**config.mk**
```make
export PLATFORM = sky130hd
export DESIGN_NAME = wb_merge_flat
export DESIGN_NICKNAME = d
export VERILOG_FILES = /design/src/rtl/wb_merge_if.sv /design/src/rtl/wb_merge.sv /design/src/flat_wrapper.sv
export SDC_FILE = /design/constraint.sdc
export NUM_CORES = 1
export LEC_CHECK = 0
export BUFFER_PORTS_ARGS = -buffer_cell sky130_fd_sc_hd__buf_2
export CORE_UTILIZATION = 50
export CTS_CLUSTER_SIZE = 12
export DETAILED_ROUTE_END_ITERATION = 16
export GPL_TIMING_DRIVEN = 0
export PLACE_DENSITY = 0.79
export SLEW_MARGIN = 20
export SYNTH_ARGS = -nofsm -noshare
export SYNTH_HDL_FRONTEND = slang
export SYNTH_SLANG_ARGS = --single-unit
```
**constraint.sdc**
```tcl
create_clock -name reg_clk -period 3.4 [get_ports reg_clk]
set_input_delay 0.68 -clock reg_clk [delete_from_list [all_inputs] [get_ports reg_clk]]
set_output_delay 0.68 -clock reg_clk [all_outputs]
set_load 0.02 [all_outputs]
```
**src/rtl/wb_merge_if.sv**
```systemverilog
// Bus bundle between the write-back merge stage and its neighbours:
// pipeline write-back, long-latency handshake, register-file write port and decode busy checks.
interface wb_merge_if #(
   parameter int DATA_W = 32,
   parameter int ADDR_W = 5,
   parameter int DEPTH  = 4
);
   localparam int CW = $clog2(DEPTH) + 1;

   logic              p_valid;
   logic [ADDR_W-1:0] p_rd;
   logic [DATA_W-1:0] p_data;
   logic              l_valid;
   logic              l_ready;
   logic [ADDR_W-1:0] l_rd;
   logic [DATA_W-1:0] l_data;
   logic              reg_w;
   logic [ADDR_W-1:0] RdC;
   logic [DATA_W-1:0] Rd_data_in;
   logic [ADDR_W-1:0] chk_rs;
   logic [ADDR_W-1:0] chk_rt;
   logic              busy_rs;
   logic              busy_rt;
   logic [CW-1:0]     fifo_cnt;

   modport master (
      output p_valid, p_rd, p_data, l_valid, l_rd, l_data, chk_rs, chk_rt,
      input  l_ready, reg_w, RdC, Rd_data_in, busy_rs, busy_rt, fifo_cnt
   );

   modport slave (
      input  p_valid, p_rd, p_data, l_valid, l_rd, l_data, chk_rs, chk_rt,
      output l_ready, reg_w, RdC, Rd_data_in, busy_rs, busy_rt, fifo_cnt
   );
endinterface

```
**src/rtl/wb_merge.sv**
```systemverilog
// Write-back merge: the pipeline has priority on the register-file write port, and long-latency
// results wait in a small FIFO that drains on idle pipeline cycles. It also flags registers with pending writes.
module wb_merge #(
   parameter int DEPTH  = 4,
   parameter int DATA_W = 32,
   parameter int ADDR_W = 5
) (
   input logic       reg_clk,
   input logic       rst,
   wb_merge_if.slave bus
);
   localparam int PW = $clog2(DEPTH);
   localparam int CW = $clog2(DEPTH) + 1;
   localparam logic [CW-1:0] DEPTH_C = CW'(DEPTH);

   logic [ADDR_W-1:0] q_rd   [DEPTH];
   logic [DATA_W-1:0] q_data [DEPTH];
   logic [DEPTH-1:0]  q_valid;
   logic [PW-1:0]     head;
   logic [PW-1:0]     tail;
   logic [CW-1:0]     count;
   logic              out_fifo;
   logic              pipe_sel;
   logic              pop;
   logic              push;
   logic              hit_rs;
   logic              hit_rt;

   assign pipe_sel     = bus.p_valid && (bus.p_rd != '0);
   assign pop          = !pipe_sel && (count != '0);
   assign bus.l_ready  = rst && (count < DEPTH_C);
   // A write to r0 completes the handshake but is never queued.
   assign push         = bus.l_valid && bus.l_ready && (bus.l_rd != '0);
   assign bus.fifo_cnt = count;

   always_ff @(posedge reg_clk) begin
      if (!rst) begin
         head           <= '0;
         tail           <= '0;
         count          <= '0;
         q_valid        <= '0;
         out_fifo       <= 1'b0;
         bus.reg_w      <= 1'b0;
         bus.RdC        <= '0;
         bus.Rd_data_in <= '0;
      end else begin
         if (push) begin
            q_rd[tail]    <= bus.l_rd;
            q_data[tail]  <= bus.l_data;
            q_valid[tail] <= 1'b1;
            tail          <= tail + 1'b1;
         end
         if (pop) begin
            q_valid[head] <= 1'b0;
            head          <= head + 1'b1;
         end
         count <= count + CW'(push) - CW'(pop);

         if (pipe_sel) begin
            bus.reg_w      <= 1'b1;
            bus.RdC        <= bus.p_rd;
            bus.Rd_data_in <= bus.p_data;
            out_fifo       <= 1'b0;
         end else if (pop) begin
            bus.reg_w      <= 1'b1;
            bus.RdC        <= q_rd[head];
            bus.Rd_data_in <= q_data[head];
            out_fifo       <= 1'b1;
         end else begin
            bus.reg_w      <= 1'b0;
            out_fifo       <= 1'b0;
         end
      end
   end

   // A popped entry still counts as pending until the register file has taken it.
   always_comb begin
      hit_rs = 1'b0;
      hit_rt = 1'b0;
      for (int i = 0; i < DEPTH; i++) begin
         if (q_valid[i] && (q_rd[i] == bus.chk_rs)) hit_rs = 1'b1;
         if (q_valid[i] && (q_rd[i] == bus.chk_rt)) hit_rt = 1'b1;
      end
      if (bus.reg_w && out_fifo && (bus.RdC == bus.chk_rs)) hit_rs = 1'b1;
      if (bus.reg_w && out_fifo && (bus.RdC == bus.chk_rt)) hit_rt = 1'b1;
      if (bus.chk_rs == '0) hit_rs = 1'b0;
      if (bus.chk_rt == '0) hit_rt = 1'b0;
   end

   assign bus.busy_rs = hit_rs;
   assign bus.busy_rt = hit_rt;
endmodule

```
**src/flat_wrapper.sv**
```systemverilog
// flat-port wrapper written by rule: the top's interface ports become plain ports
module wb_merge_flat 
#(
   parameter int DEPTH  = 4,
   parameter int DATA_W = 32,
   parameter int ADDR_W = 5
)
  (reg_clk, rst, bus_p_valid, bus_p_rd, bus_p_data, bus_l_valid, bus_l_rd, bus_l_data, bus_chk_rs, bus_chk_rt, bus_l_ready, bus_reg_w, bus_RdC, bus_Rd_data_in, bus_busy_rs, bus_busy_rt, bus_fifo_cnt);
  wb_merge_if #(.DATA_W(DATA_W), .ADDR_W(ADDR_W), .DEPTH(DEPTH)) bus_i ();
  input logic reg_clk;
  input logic rst;
  input wire logic [$bits(bus_i.p_valid)-1:0] bus_p_valid;
  input wire logic [$bits(bus_i.p_rd)-1:0] bus_p_rd;
  input wire logic [$bits(bus_i.p_data)-1:0] bus_p_data;
  input wire logic [$bits(bus_i.l_valid)-1:0] bus_l_valid;
  input wire logic [$bits(bus_i.l_rd)-1:0] bus_l_rd;
  input wire logic [$bits(bus_i.l_data)-1:0] bus_l_data;
  input wire logic [$bits(bus_i.chk_rs)-1:0] bus_chk_rs;
  input wire logic [$bits(bus_i.chk_rt)-1:0] bus_chk_rt;
  output wire logic [$bits(bus_i.l_ready)-1:0] bus_l_ready;
  output wire logic [$bits(bus_i.reg_w)-1:0] bus_reg_w;
  output wire logic [$bits(bus_i.RdC)-1:0] bus_RdC;
  output wire logic [$bits(bus_i.Rd_data_in)-1:0] bus_Rd_data_in;
  output wire logic [$bits(bus_i.busy_rs)-1:0] bus_busy_rs;
  output wire logic [$bits(bus_i.busy_rt)-1:0] bus_busy_rt;
  output wire logic [$bits(bus_i.fifo_cnt)-1:0] bus_fifo_cnt;
  assign bus_i.p_valid = bus_p_valid;
  assign bus_i.p_rd = bus_p_rd;
  assign bus_i.p_data = bus_p_data;
  assign bus_i.l_valid = bus_l_valid;
  assign bus_i.l_rd = bus_l_rd;
  assign bus_i.l_data = bus_l_data;
  assign bus_i.chk_rs = bus_chk_rs;
  assign bus_i.chk_rt = bus_chk_rt;
  assign bus_l_ready = bus_i.l_ready;
  assign bus_reg_w = bus_i.reg_w;
  assign bus_RdC = bus_i.RdC;
  assign bus_Rd_data_in = bus_i.Rd_data_in;
  assign bus_busy_rs = bus_i.busy_rs;
  assign bus_busy_rt = bus_i.busy_rt;
  assign bus_fifo_cnt = bus_i.fifo_cnt;
  wb_merge #(.DEPTH(DEPTH), .DATA_W(DATA_W), .ADDR_W(ADDR_W)) u_core (.reg_clk(reg_clk), .rst(rst), .bus(bus_i));
endmodule
```
==> reports/summary.txt <==
PwrDens - 676 mW/mm^2
Synth async-reset ratio - 0%
Clock skew - 0.00975 ns
Net Sw Power - 0.00203 W
Worst-Skew Late Latency - 0.43 ns
Syn avg cell area - 16.4 sq um
Initial drt markers - 293
Final setup viols - 0
Mapped Area - 0.00852 sq mm
I/O pin cnt - 132
Status - finished clean
Rows - 47
Die Y - 133 microns
Yosys reg bits - 200
First-pass GRT wire length - 28900 microns
Layout fillers - 1249
Clock transition at the registers of the reported paths - 0.07 ns
Sequential element share of the synthesized area - 64.4%
LEAKAGE - 3.72 nW
Worst-case clock buffer depth - 2
Nature of the critical path startpoint - input pin
Number of global-route vias before repair - 5227
Clock Sink Count - 200
DRC viols - 0
Num CTS Buffers - 17
R2R Path Start - u_core.bus.fifo_cnt[1]
Data required, critical path - 3.69 ns
CP endpoint kind - flop
Register area - 0.00549 sq mm
Min-delay worst type - input pin to flop
Slew @ Worst Pin - 0.951 ns
Final wirelength - 18900 microns
Relative slew margins - 36.6%
Total gr overflow - 0
Final min period - 2.98 ns
Peak VDD IR - 369 uV
Seq pwr share - 43.1%
DP HPWL - 13000 microns
Sw frac - 29.7%
Crit path kind - input pin to flop
Max FO, Critical Path - 8
H-tree depth - 4
Wirelength per Cell - 21.0 microns
Setup TNS - 0 ns
Main flop type after synthesis - edfxtp_1
Min-Delay Path Depth - 1
Synthesized net count - 618
Critical Path Max Stage Delay - 0.58 ns
Util after Layout - 60.9%
Nets - 762
Via count - 5069
Initial antenna violation count - 3
Crit path from - bus_p_rd[4]
Hold_buf cts - 0
CP max stage cell - or4_1
Number of synthesized flops with an enable pin - 148
Starting Density - 51.4%
Slew Viols, Final - 0
Chip Width - 133 microns
Setup repair bufs after CTS - 0
Reg2reg path depth - 11
Combinational share of power - 28.2%
DP Cell Count - 864
CP arrival - 3.27 ns
Max cap viols - 0
CTS tree - done
Drt via density - 5.64
Distinct cells, synth - 34
Hold Path Origin - bus_l_data[5]
Warnings from Yosys - 0
Final Non-Filler Cells - 898
Final Hold Vio Count - 0
Area of the multi-input gates - 0.00279 sq mm
ANT nets after route - 0
GPL Wtd Cong - 0.841
Mapped Cells - 519
Final hold slack - 0.465 ns
Area Overhead vs Synth - 18.5%
Critical-path cell list - buf_2 -> or4_1 -> o21ai_2 -> and2b_1 -> buf_4 -> ha_1 -> inv_1 -> ha_1 -> inv_1 -> fa_1 -> xor2_1 -> xnor2_1 -> nor2_1
FMAX - 0.336 GHz
RSZ-0062 raised after global routing - false
Clock Power Share - 28.7%
P_int - 0.00480 W
GRT Resource Usage Total - 22.3%
Core box area - 0.0166 sq mm
DRT Pass-1 Iters - 5
Die area - 0.0176 sq mm
CTS Root Cell - clkbuf_16
Layout cells sized above 1 - 39.0%
Port bufs - 121
PostCTS Resize Cnt - 0
Final period utilization - 87.5%
Largest net degree at the start of global routing - 23
==> power by group through the flow <==
stage                     clock network [W]  registers, W  logic (W)
after floorplan                           0       0.00309    0.00131
after global placement                    0       0.00298    0.00185
after detailed placement                  0       0.00299    0.00192
after CTS                           0.00198       0.00294    0.00194
after global routing                0.00207       0.00296    0.00207
final                               0.00196       0.00294    0.00192
==> layout make-up <==
| class | count | share of cell area [%] |
|---|---|---|
| Sequential cell | 200 | 54.3 |
| Clock buffer | 17 | 4.21 |
| Multi-Input combinational cell | 274 | 27.6 |
| Antenna cell | 3 | 0.0744 |
| Inverter | 8 | 0.297 |
| Buffer | 37 | 2.18 |
| Clock inverter | 14 | 1.49 |
| Timing Repair Buffer | 125 | 7.09 |
| Tap cell | 220 | 2.73 |
==> placed cells by master (no fill, tap or decap), types with 2 or more instances in the layout <==
master / netlist / layout
a22oi_1: 2 / 2
buf_4: 8 / 8
buf_2: 8 / 129
dfxtp_1: 52 / 52
clkinv_2: 0 / 4
nand3_1: 11 / 11
clkinv_4: 0 / 5
edfxtp_1: 148 / 148
a211oi_1: 7 / 7
mux2i_1: 36 / 36
o22a_1: 2 / 2
mux4_2: 37 / 37
ha_1: 10 / 10
a21oi_1: 6 / 6
buf_16: 0 / 4
clkbuf_1: 16 / 16
or4_1: 3 / 3
and2_2: 0 / 4
nor2_2: 10 / 10
xnor2_1: 17 / 17
nor3_1: 2 / 2
nor4_1: 9 / 9
bufinv_16: 0 / 2
mux2_2: 2 / 2
inv_1: 8 / 8
xor2_1: 37 / 37
clkbuf_16: 0 / 17
buf_6: 4 / 4
nor2_1: 34 / 34
diode_2: 0 / 3
nand4_1: 2 / 2
inv_6: 0 / 3
and2_1: 6 / 2
nand2_1: 3 / 3
a211oi_2: 32 / 32
==> cells by family (layout without fill, tap and decap cells) <==
family | Yosys count | in the layout | synth area share [%]
flops | 200 | 200 | 64.4
simple gates | 82 | 82 | 4.80
mux | 75 | 75 | 14.3
xor+xnor | 54 | 54 | 5.55
compound gates | 52 | 52 | 6.30
buf+inv | 45 | 201 | 2.94
fa+ha+maj | 11 | 11 | 1.70
other cells | 0 | 3 | 0
==> through the flow <==
step	worst slack (ns)	power, W	area (sq um)
6_report	0.424	0.00682	10100
5_1_grt	0.286	0.00709	10100
4_1_cts	0.419	0.00686	10100
3_5_place_dp	0.0717	0.00491	9510
3_3_place_gp	-0.234	0.00483	9400
2_1_floorplan	0.525	0.00440	8520
==> flip-flops by register name, summed over array words and instances, names as in the netlist, named ones only <==
name                   cells
u_core.bus.RdC             5
u_core.bus.Rd_data_in     32
u_core.bus.fifo_cnt        3
u_core.bus.reg_w           1
u_core.head                2
u_core.out_fifo            1
u_core.q_data            128
u_core.q_rd               20
u_core.q_valid             4
u_core.tail                2
==> worst max-delay path: cells and delay by family <==
kind | cells | cell delay (ns)
simple gates | 3 | 0.82
xor+xnor | 2 | 0.40
compound gates | 1 | 0.24
fa+ha+maj | 3 | 0.74
buf+inv | 4 | 0.38
==> per-layer routing <==
layer / GRT usage [%] / part of all wire [%]
met5: 0 / 0.053
met4: 6.64 / 1.3
met3: 6.02 / 6.7
met2: 37.9 / 50
met1: 28.1 / 41
==> path summary, 6_finish.rpt <==
| path | to | slack [ns] |
|---|---|---|
| worst max-delay path | u_core.bus.fifo_cnt[2] | 0.42 |
| worst min-delay path | u_core.q_data[0][5] | 0.47 |
| worst max register to register | u_core.bus.fifo_cnt[2] | 0.77 |
| worst min register to register | u_core.bus.Rd_data_in[13] | 0.58 |
==> synth_stat cells, types with 3 or more instances <==
library cell	number	area, sq um
edfxtp_1	148	4440
dfxtp_1	52	1040
mux4_2	37	833
xor2_1	37	324
mux2i_1	36	360
nor2_1	34	128
a211oi_2	32	400
xnor2_1	17	149
clkbuf_1	16	60.1
nand3_1	11	55.1
ha_1	10	125
nor2_2	10	62.6
nor4_1	9	56.3
buf_2	8	40.0
buf_4	8	60.1
inv_1	8	30.0
a211oi_1	7	52.6
a21oi_1	6	30.0
and2_1	6	37.5
buf_6	4	45.0
nand2_1	3	11.3
or4_1	3	22.5
Power figures use the tool's default switching activity.
